<file path="config.mk">
export PLATFORM = sky130hd
export DESIGN_NAME = imem_loader
export DESIGN_NICKNAME = d
export VERILOG_FILES = /design/src/rtl/imem_loader.sv
export SDC_FILE = /design/constraint.sdc
export NUM_CORES = 1
export LEC_CHECK = 0
export ABC_AREA = 1
export CAP_MARGIN = 20
export CORE_MARGIN = 1
export CORE_UTILIZATION = 56
export CTS_BUF_LIST = sky130_fd_sc_hd__clkbuf_8 sky130_fd_sc_hd__clkbuf_16
export CTS_CLUSTER_DIAMETER = 60
export DETAILED_ROUTE_END_ITERATION = 12
export PLACE_DENSITY = 0.8
export SLEW_MARGIN = 5
export SYNTH_ARGS = -nofsm -noshare
export SYNTH_HDL_FRONTEND = slang
export SYNTH_SLANG_ARGS = --single-unit
</file>
<file path="constraint.sdc">
create_clock -name clk -period 2.7 [get_ports clk]
set_clock_uncertainty 0.05 [all_clocks]
set_input_delay 0.405 -clock clk [delete_from_list [all_inputs] [get_ports clk]]
set_output_delay 0.405 -clock clk [all_outputs]
set_load 0.1 [all_outputs]
</file>
<file path="src/rtl/imem_loader.sv">
// imem_loader: receives a length-prefixed byte stream, writes the payload
// into instruction memory in stream order, verifies an 8-bit additive
// checksum and holds the CPU pipeline in reset until a load completes cleanly.
//
// Stream format: LEN_HI, LEN_LO, <len payload bytes>, CHECKSUM.
// Payload byte n is written to address n; the checksum byte must equal the
// modulo-256 sum of the payload bytes (0x00 when len is zero).

module imem_loader #(
    parameter int DEPTH = 512,
    parameter int AW    = 9
) (
    input  logic          clk,
    input  logic          reset,
    input  logic          start,
    input  logic          in_valid,
    input  logic [7:0]    in_data,
    output logic          in_ready,
    output logic          mem_we,
    output logic [AW-1:0] mem_addr,
    output logic [7:0]    mem_wdata,
    output logic          cpu_hold,
    output logic          done,
    output logic          error
);

    typedef enum logic [2:0] {
        IDLE,
        LEN_HI,
        LEN_LO,
        DATA,
        CHECK,
        DONE,
        ERROR
    } state_t;

    // The byte counter needs one bit more than the address so it can reach DEPTH.
    localparam logic [AW:0] CNT_ONE   = (AW+1)'(1);
    localparam logic [15:0] DEPTH_LEN = 16'(DEPTH);

    state_t          state;
    state_t          state_next;

    logic [15:0]     len_q;
    logic [AW:0]     cnt_q;
    logic [7:0]      sum_q;

    logic            we_q;
    logic [AW-1:0]   addr_q;
    logic [7:0]      wdata_q;

    logic            xfer;
    logic [15:0]     len_full;
    logic            last_byte;

    // A byte moves only on a valid/ready handshake.
    assign xfer = in_valid && in_ready;

    // Length as it will be once the low byte currently on in_data is captured.
    assign len_full = {len_q[15:8], in_data};

    // The byte being accepted in DATA is the final payload byte.
    assign last_byte = ((16'(cnt_q) + 16'd1) == len_q);

    // State register.
    always_ff @(posedge clk) begin
        if (reset) begin
            state <= IDLE;
        end else begin
            state <= state_next;
        end
    end

    // Next-state logic; start is only honoured in IDLE, DONE and ERROR.
    always_comb begin
        state_next = state;
        case (state)
            IDLE: begin
                if (start) state_next = LEN_HI;
            end
            LEN_HI: begin
                if (xfer) state_next = LEN_LO;
            end
            LEN_LO: begin
                if (xfer) begin
                    if (len_full == 16'd0)        state_next = CHECK;
                    else if (len_full > DEPTH_LEN) state_next = ERROR;
                    else                          state_next = DATA;
                end
            end
            DATA: begin
                if (xfer && last_byte) state_next = CHECK;
            end
            CHECK: begin
                if (xfer) begin
                    if (in_data == sum_q) state_next = DONE;
                    else                  state_next = ERROR;
                end
            end
            DONE: begin
                if (start) state_next = LEN_HI;
            end
            ERROR: begin
                if (start) state_next = LEN_HI;
            end
            default: state_next = IDLE;
        endcase
    end

    // Moore outputs decoded from the current state.
    always_comb begin
        in_ready = 1'b0;
        done     = 1'b0;
        error    = 1'b0;
        cpu_hold = 1'b1;
        case (state)
            LEN_HI, LEN_LO, DATA, CHECK: in_ready = 1'b1;
            DONE: begin
                done     = 1'b1;
                cpu_hold = 1'b0;
            end
            ERROR: error = 1'b1;
            default: ;
        endcase
    end

    // Length capture, payload counter/checksum and the registered write port.
    always_ff @(posedge clk) begin
        if (reset) begin
            len_q   <= '0;
            cnt_q   <= '0;
            sum_q   <= '0;
            we_q    <= 1'b0;
            addr_q  <= '0;
            wdata_q <= '0;
        end else begin
            we_q <= 1'b0;
            if (state_next == LEN_HI && state != LEN_HI) begin
                cnt_q <= '0;
                sum_q <= '0;
            end
            if (xfer) begin
                case (state)
                    LEN_HI: len_q[15:8] <= in_data;
                    LEN_LO: len_q[7:0]  <= in_data;
                    DATA: begin
                        we_q    <= 1'b1;
                        addr_q  <= cnt_q[AW-1:0];
                        wdata_q <= in_data;
                        cnt_q   <= cnt_q + CNT_ONE;
                        sum_q   <= sum_q + in_data;
                    end
                    default: ;
                endcase
            end
        end
    end

    // The strobe is registered from the accepting edge; reset masks it at once
    // so a write already in flight when reset arrives never reaches memory.
    assign mem_we    = we_q && !reset;
    assign mem_addr  = addr_q;
    assign mem_wdata = wdata_q;

endmodule

</file>
==> results.tsv <==
metric	value	unit
final period utilization	86.5	%
Area Overhead vs Synth	19.6	%
Final Hold Vio Count	0	
first-pass GRT wire length	12600	µm
final setup vio count	0	
CTS root buf	clkbuf_8	
Residual DRC	0	
# Post-CTS Setup Buffers	0	
P_leak	0.00156	µW
Die Height	75.3	µm
Tot GR Track Use	29.7	%
WL per Instance	13.9	µm
Hold Buf Count CTS	0	
diode count	0	
# IOs	34	
number of global-route vias before repair	2692	
fmax	0.428	GHz
power density of the placed cells	523	nW/µm²
H-tree depth	2	
Resize count post-CTS	0	
Synth cell types	33	
Worst Setup Path Type	input pin to flip-flop	
Hold WC Path Type	flip-flop to flip-flop	
via/cell ratio	5.45	
Tmin final	2.34	ns
die area	5660	µm²
dpl hpwl	5670	µm
Final Wtd Congestion	0.942	
layout cells sized above 1	17.5	%
antenna violation net count after detailed routing	0	
critical path arrival	2.49	ns
clock sinks	55	
number of port buffers	33	
part of the Yosys area used for sequential elements	36.6	%
Slew Limit Fails	0	
EDFF count, synth	0	
total grt overflow	0	
#FFs+latches synth	55	
Placed Area	3470	µm²
asr flop ratio synth	0	%
Slew @ Worst Pin	0.405	ns
Reg2Reg Launch Point	cnt_q[0]$_SDFF_PP0_	
ranking of synthesized cells by area	dfxtp_1 37%, nand2_1 9.7%, nor2_1 7.5%	
Iteration-0 DRC Markers	159	
vias	2994	
cell taking the most area after synthesis	dfxtp_1	
Synthesized Nets	453	
Peak VDD IR	0.452	mV
Synth top area share	36.6	%
Clock Tree Buf Depth	2	
multi-input logic area	1650	µm²
Filler cells	456	
CTS Buf Count	5	
Die Wd	75.3	µm
RSZ-0062 raised after global routing	no	
outcome	finished, final reports clean	
Synth Instances	432	
max_slew headroom	73.0	%
Initial Utilization	58.5	%
Worst setup startpoint	in_data[4]	
clock slew at reported path FFs	0.10	ns
Storage cell area	1100	µm²
Final nets	499	
Site Rows	26	
Max-cap violations	0	
Crit Path Max Fanout	18	
largest net degree at the start of global routing	31	
Post-Syn Area	3010	µm²
DRT Pass-1 Iters	5	
setup TNS	0	ns
routed wire length	7640	µm
hold path start	len_q[7]$_SDFFE_PP0P_	
post-synthesis area per instance	6.96	µm²
critical path capture point type	flip-flop	
worst-skew pair later-pin latency	0.32	ns
CTS tree	yes	
Worst Setup Start Kind	input pin	
post-layout instance area	3590	µm²
core box area	5140	µm²
Top FF cell, synth	dfxtp_1	
Req. time, crit path	2.86	ns
initial antenna violation count	0	
Yosys Warn Count	0	
[state kept, by name, summed over array words and instances (netlist names)]
signal / count
mem_wdata: 8
mem_addr: 9
sum_q: 8
len_q: 16
we_q: 1
state: 3
cnt_q: 10
[synth_stat cells, types with 3 or more instances]
library cell	number
nand2_2	3
nor2_2	4
clkinv_1	3
inv_1	44
a21oi_1	34
a21oi_2	6
o21ai_1	6
nand2_1	78
nand3_2	10
clkbuf_1	9
nand3_1	36
inv_2	3
nor2_1	60
o21ai_0	39
nor2_4	5
dfxtp_1	55
nor3_1	4
ha_1	8
nand4_1	8
[cells by family after synthesis]
logic type | Yosys count | share of synthesized area [%]
AND/OR/NAND/NOR | 214 | 34.6
buffers and inverters | 63 | 8.33
XOR/XNOR | 1 | 0.291
adder cells (fa/ha/maj) | 9 | 4.00
AO/OA/AOI/OAI | 90 | 16.2
flip-flops | 55 | 36.6
[placed cells by master (no fill, tap or decap), drive strengths merged]
master	instances
nand2	82
nor2	69
dfxtp	55
inv	48
nand3	46
o21ai	45
buf	41
a21oi	40
clkdlybuf4s50	11
nand4	9
ha	8
clkbuf	6
nor3	5
clkinv	3
nand3b	2
a31oi	2
o21bai	2
xnor2	1
o22ai	1
or4	1
fa	1
bufinv	1
[worst paths after layout]
kind / depth (start not counted) / to / slack [ns]
worst max-delay path: 13 / sum_q[1]$_SDFF_PP0_ / 0.36
worst min-delay path: 2 / len_q[7]$_SDFFE_PP0P_ / 0.43
worst max register to register: 12 / sum_q[5]$_SDFF_PP0_ / 0.44
worst min register to register: 2 / len_q[7]$_SDFFE_PP0P_ / 0.43
[layer usage]
metal | vias up | part of all wire (%) | track usage [%]
met3 | 16 | 6.3 | 6.69
li1 | 1511 | - | -
met1 | 1370 | 44 | 38.8
met4 | 0 | 2.3 | 10.3
met5 | - | 0 | 0
met2 | 97 | 47 | 48.5
[critical path: stages]
cell             delay (ns)
clkdlybuf4s50_1        0.44
buf_4                  0.15
nor2_1                 0.10
nand2_1                0.08
nor2_1                 0.21
nand3_1                0.11
a21oi_1                0.18
nand2_1                0.07
a21oi_1                0.29
nand4_4                0.14
buf_12                 0.18
nand4_1                0.08
o21ai_1                0.07
[per-stage QoR]
stage          total power [µW]  hold WS [ns]  utilization [%]  cells  worst slack [ns]
3_3_place_gp               1310         0.410             67.6    541             0.112
6_report                   1880         0.431             69.9    549             0.364
3_5_place_dp               1310         0.411             67.6    541            0.0316
5_1_grt                    1970         0.452             69.9    549             0.146
4_1_cts                    1890         0.433             69.9    549             0.363
2_1_floorplan              1180         0.394                -    432             0.115
[power breakdown]
group	leakage [µW]	internal (µW)	total [µW]	switching [µW]
combinational	0.00106	145	430	285
clock	0.0000618	305	585	279
sequential	0.000445	843	866	22.6
total	0.00156	1290	1880	587
[layout make-up]
cell class | instances | share of cell area (%)
Clock buffer | 6 | 2.30
Clock inverter | 2 | 1.08
Inverter | 50 | 5.22
Multi-Input combinational cell | 314 | 46.0
Sequential cell | 55 | 30.6
Tap cell | 70 | 2.44
Timing Repair Buffer | 52 | 12.3
Power figures use the tool's default switching activity.
